`src/rtl/apb_bridge_master.sv`:
```
// Single-outstanding APB master: valid/ready command in, SETUP/ACCESS transfer out, response with read data back.
// Optional ACCESS wait-state timeout enabled by defining APB_BRIDGE_MASTER_TIMEOUT_EN.
module apb_bridge_master #(
    parameter int ADDWIDTH       = 8,
    parameter int DATAWIDTH      = 32,
    parameter int RDATA_LAT      = 1,
    parameter int TIMEOUT_CYCLES = 16
) (
    input  logic                   PCLK,
    input  logic                   PRESETn,
    input  logic                   cmd_valid,
    output logic                   cmd_ready,
    input  logic                   cmd_write,
    input  logic [ADDWIDTH-1:0]    cmd_addr,
    input  logic [DATAWIDTH-1:0]   cmd_wdata,
    input  logic [DATAWIDTH/8-1:0] cmd_strb,
    output logic                   rsp_valid,
    input  logic                   rsp_ready,
    output logic [DATAWIDTH-1:0]   rsp_rdata,
    output logic                   rsp_err,
    output logic                   PSEL,
    output logic                   PENABLE,
    output logic                   PWRITE,
    output logic [ADDWIDTH-1:0]    PADDR,
    output logic [DATAWIDTH/8-1:0] PSTRB,
    output logic [DATAWIDTH-1:0]   PWDATA,
    input  logic                   PREADY,
    input  logic [DATAWIDTH-1:0]   PRDATA
);

    typedef enum logic [2:0] {IDLE, SETUP, ACCESS, CAPTURE, RESP} state_t;

    state_t state, state_nxt;
    logic   accept;
    logic   timeout_hit;

    assign accept = cmd_valid && cmd_ready;

    always_comb begin
        state_nxt = state;
        cmd_ready = 1'b0;
        PSEL      = 1'b0;
        PENABLE   = 1'b0;
        rsp_valid = 1'b0;
        case (state)
            IDLE: begin
                cmd_ready = PRESETn;
                if (accept) state_nxt = SETUP;
            end
            SETUP: begin
                PSEL      = 1'b1;
                state_nxt = ACCESS;
            end
            ACCESS: begin
                PSEL    = 1'b1;
                PENABLE = 1'b1;
                if (PREADY) begin
                    if (PWRITE || RDATA_LAT == 0) state_nxt = RESP;
                    else                          state_nxt = CAPTURE;
                end else if (timeout_hit) begin
                    state_nxt = RESP;
                end
            end
            CAPTURE: state_nxt = RESP;
            RESP: begin
                rsp_valid = 1'b1;
                if (rsp_ready) state_nxt = IDLE;
            end
            default: state_nxt = IDLE;
        endcase
    end

    always_ff @(posedge PCLK) begin
        if (!PRESETn) begin
            state     <= IDLE;
            PWRITE    <= 1'b0;
            PADDR     <= '0;
            PSTRB     <= '0;
            PWDATA    <= '0;
            rsp_rdata <= '0;
        end else begin
            state <= state_nxt;
            if (accept) begin
                PWRITE    <= cmd_write;
                PADDR     <= cmd_addr;
                PSTRB     <= cmd_write ? cmd_strb : '0;
                rsp_rdata <= '0;
                if (cmd_write) PWDATA <= cmd_wdata;
            end
            // Zero-latency slaves are sampled on the completing edge, registered ones one edge later
            if (state == ACCESS && PREADY && !PWRITE && RDATA_LAT == 0) rsp_rdata <= PRDATA;
            if (state == CAPTURE) rsp_rdata <= PRDATA;
        end
    end

`ifdef APB_BRIDGE_MASTER_TIMEOUT_EN
    localparam int TW = $clog2(TIMEOUT_CYCLES + 1);
    logic [TW-1:0] tcnt;

    // Abort on the edge that completes the TIMEOUT_CYCLES-th wait state
    assign timeout_hit = (state == ACCESS) && !PREADY && (tcnt == TW'(TIMEOUT_CYCLES - 1));

    always_ff @(posedge PCLK) begin
        if (!PRESETn) begin
            tcnt    <= '0;
            rsp_err <= 1'b0;
        end else begin
            if (state == SETUP)                  tcnt <= '0;
            else if (state == ACCESS && !PREADY) tcnt <= tcnt + 1'b1;
            if (accept)           rsp_err <= 1'b0;
            else if (timeout_hit) rsp_err <= 1'b1;
        end
    end
`else
    assign timeout_hit = 1'b0;
    assign rsp_err     = 1'b0;
`endif

endmodule

```
`config.mk`:
```
export PLATFORM = sky130hd
export DESIGN_NAME = apb_bridge_master
export DESIGN_NICKNAME = d
export VERILOG_FILES = /design/src/rtl/apb_bridge_master.sv
export SDC_FILE = /design/constraint.sdc
export NUM_CORES = 1
export LEC_CHECK = 0
export ABC_AREA = 1
export CAP_MARGIN = 0
export CORE_MARGIN = 5
export CORE_UTILIZATION = 44
export CTS_BUF_LIST = sky130_fd_sc_hd__clkbuf_4
export CTS_CLUSTER_SIZE = 25
export DETAILED_ROUTE_END_ITERATION = 8
export GPL_ROUTABILITY_DRIVEN = 0
export PLACE_DENSITY = 0.87
export SLEW_MARGIN = 5
export SYNTH_ARGS = -nofsm -noshare
export SYNTH_HDL_FRONTEND = slang
export SYNTH_SLANG_ARGS = --single-unit
```
`constraint.sdc`:
```
create_clock -name PCLK -period 3.9 [get_ports PCLK]
set_input_delay 0.585 -clock PCLK [delete_from_list [all_inputs] [get_ports PCLK]]
set_output_delay 0.585 -clock PCLK [all_outputs]
set_load 0.1 [all_outputs]
```
# After elaboration in Yosys (flattened, before gate mapping)
# Cells that the tools add are included.
# word_totals
ff_bits	80
wordCells	31
# classes
mux	12
n_eq_ne	7
n_reduce_logical	6
# ops
operator	n
32-bit 2-to-1 mux	2
3-bit one-hot mux with 5 select lines	1
3-bit 2-to-1 mux	4
3-bit by 2-bit equality test with 1-bit output, second input constant	2
2-bit inequality test, second input constant	3
1-bit 2-to-1 mux	4
4-bit 2-to-1 mux	1
3-bit by 1-bit equality test with 1-bit output, second input constant	1
3-bit equality test, second input constant	1
3-bit zero test	1
3-bit AND reduction	1
2-bit AND reduction	1
2-bit nonzero test	1
2-bit OR reduction	1
1-bit logical AND	1

# Depth between registers and ports, before layout
# depth
word_depth	5
ltp_mapped	8
ltp_nobuf	7

# Worst setup path after synthesis
# Ideal clock, no wire load.
# synth_timing
path_kind	register to output
startpoint	reg state[1]
endpoint	out PSEL
arrival_ns	2.751
stages_incl_launch_ff	5
path_slack_ns	0.564
required_time_ns	3.315
path_buffers	0
path_cell_list	dfxtp_1 -> inv_1 -> nor2_2 -> inv_1 -> o21ai_0
# synth_via
elab_chain_len	3
elab_cells_between_ends	4
classes_between	eq/ne: 2; mux: 1; reduce/logical: 1
# synth_rtl
element	line	rtl
start, declared	33	state_t state, state_nxt;
start signal, assigned	82	state <= state_nxt;
3-bit by 2-bit equality test with 1-bit output / 3-bit by 1-bit equality test with 1-bit output (equally long branches)	45	case (state)
2-bit OR reduction (no source line) *	n/a	
1-bit 2-to-1 mux *	45	
end, declared	21	output logic PSEL,
# Every way passes the cells marked *; elsewhere a longest branch is shown, timed or not.

# Final worst setup path
# Ends and elaborated chain as after synthesis.

==> results.toml <==
[timing]
fmax_mhz = 328
worst_clock_skew_ns = 0.0146
fin_setup_tns_ns = 0
final_hold_viol_count = 0
worst_pin_slew_ns = 1.02
finalSetupViolations = 0
slew_viol_final = 0
fin_hold_ws_ns = 0.478
period_share = 0.782
period_minus_slack_ns = 3.05
rsz0062_at_grt = "no"
slew_headroom = 0.317

[routing]
drc = 0
dr.pass1.iters = 4
routed_via_density = 4.93
vias = 3273
post_drt_wl_per_cell_um = 14.6
drt-total-wl_um = 9700
drt_iter0_markers = 181
ant_nets = 0

[yosys]
synth-adder-area-share = 0
synth_top_area_frac = 0.496
syn_area_per_cell_um2 = 7.82
synth_edf_count = 0
syn_nets = 495
synth_top_family_by_area = "simple AND/OR/NAND/NOR gates"
yosys.area.top_type = "dfxtp_1"
syn_area_mm2 = 0.00323
ys_warn_count = 0
yosys-top-cells-area = "dfxtp_1 (50%), nand2_1 (10%), nand3b_1 (7.7%)"
ys_types = 22
synth_compound_area_frac = 0.0651
ys_ff_latch = 80
ys_seq_area_frac = 0.496
synth_cells = 413
synthMuxAreaShare = 0
synth_ff_type = "dfxtp_1"
yosys.area_share.simple = 0.366
synth-xor-area-share = 0
async_flop_share = 0

[floorplanning]
start_util = 0.448
dieArea_mm2 = 0.00916
die_y_um = 95.7
core_area_mm2 = 0.00721
die_w_um = 95.7
fp-row-count = 31
pin_count = 164

[final_layout]
fin_util = 0.687
diodes = 0
final_cells = 664
nFillCells = 647
area_delta_synth_final_pct = 53.4
register_area_mm2 = 0.00160
final_nets = 642
layout-drive-gt1-share = 0.0566
stdcell_area_mm2 = 0.00495
multi_input_area_mm2 = 0.00140

[clocking]
cts_tree = "yes"
cts.sinks = 80
htree_levels = 3
numCtsBuffers = 9
cts_setup_buffers = 0
worstSkewPairLatency_ns = 0.41
path_clk_slew_ns = 0.13
cts-resized-gates = 0
cts_root_buf = "clkbuf_4"
hold_buffers = 0
clk_path_buf_depth = 2

[critical_path]
worstPathRequired_ns = 3.31
startpoint_type = "flop"
critPathMaxFanout = 4
end_kind = "output pin"
critPathKind = "reg -> out"
crit_arrival_ns = 2.46

[power_and_ir_drop]
clkPwrFrac = 0.223
p_leak_nw = 1.84
p_sw_frac = 0.377
intPower_mw = 1.18
powerDensity_mw_per_mm2 = 382
comb_power_share = 0.316
power.switching_mw = 0.714
power_frac_seq = 0.462
vdd_drop_max_uv = 229

[global_route]
grt_use_total = 0.210
antenna_found_initial = 0
grt_max_degree = 47
grt.overflow.total = 0
grt_first_pass_wirelength_um = 15000
grt_pass1_vias = 3195

[placed_design]
dp.cells = 648
dpl.hpwl_um = 7080
io_buffers = 162
placed_cell_area_mm2 = 0.00484

[hold_path]
hp-class = "reg -> reg"

[flow_run]
cap_violations = 0

[status]
status = "finished, final reports clean"
## stage by stage
step           total power, mW  worst slack, ns
2_1_floorplan             1.31            0.564
3_3_place_gp              1.48             1.05
3_5_place_dp              1.49            0.971
4_1_cts                   1.91            0.811
5_1_grt                   1.98            0.683
6_report                  1.89            0.851
## worst paths after layout
path,end,slack [ns],cells after the start,from
hold reg to reg,PSTRB[3],0.48,2,PSTRB[3]
setup reg to reg,PWDATA[28],2.02,7,state[0]
hold / removal,PSTRB[3],0.48,2,PSTRB[3]
setup / recovery,PSEL,0.85,5,state[1]
## cells in the mapped netlist, types with 2 or more instances
cell type / number
nor2_1: 66
clkbuf_1: 7
nand3b_1: 33
nand3_2: 2
a21oi_1: 40
buf_6: 7
buf_2: 9
inv_1: 11
nand2_4: 2
o21ai_0: 2
nand2_1: 89
dfxtp_1: 80
nand3_1: 48
inv_2: 2
nor2_4: 2
buf_1: 7
## flip-flops by register name, indices dropped and copies added, names as in the netlist
| register | cells |
|---|---|
| PADDR | 8 |
| PWRITE | 1 |
| state | 3 |
| PSTRB | 4 |
| PWDATA | 32 |
| rsp_rdata | 32 |
## power groups by stage
| stage | Combinational (mW) | Clock (mW) | Sequential, mW |
|---|---|---|---|
| 2_1_floorplan | 0.178 | 0 | 1.13 |
| 3_3_place_gp | 0.590 | 0 | 0.892 |
| 3_5_place_dp | 0.599 | 0 | 0.893 |
| 4_1_cts | 0.600 | 0.434 | 0.875 |
| 5_1_grt | 0.626 | 0.471 | 0.881 |
| 6_report | 0.598 | 0.422 | 0.875 |
## worst max-delay path, cell delays in order, from the launching register on
cell and delay [ns]:
dfxtp_1 0.42, inv_1 0.08, nor2_2 0.15, inv_1 0.09
o21ai_0 0.16, clkdlybuf4s50_1 1.16
## per-layer routing
metal / wire, um / up-vias / GRT usage / part of all wire
li1: - / 1632 / - / -
met1: 3630 / 1487 / 0.231 / 0.37
met2: 5060 / 124 / 0.365 / 0.52
met3: 632 / 30 / 0.0560 / 0.065
met4: 374 / 0 / 0.116 / 0.039
met5: 0 / - / 0 / 0
## cell type report
class	count	share of cell area
multi-input cells	289	0.282
inverters	13	0.00985
well taps	99	0.0250
clock inverters	5	0.00657
flip-flops and latches	80	0.323
repair buffers	167	0.337
clock buffers	11	0.0167
## cells in the final DEF, fill, tap and decap left out, types with 5 or more instances in the layout
| master | netlist | final |
|---|---|---|
| a21oi_1 | 40 | 40 |
| buf_4 | 1 | 5 |
| clkbuf_4 | 0 | 11 |
| clkdlybuf4s50_1 | 0 | 161 |
| dfxtp_1 | 80 | 80 |
| inv_1 | 11 | 11 |
| nand2_1 | 89 | 89 |
| nand3_1 | 48 | 48 |
| nand3b_1 | 33 | 33 |
| nor2_1 | 66 | 66 |
## kinds of logic (layout without fill, tap and decap cells)
family	Yosys count	in the layout
compound gates	42	42
flops	80	80
other cells	1	1
simple gates	246	246
buf+inv	44	196
Note: power is estimated with default switching activity, not from simulation.
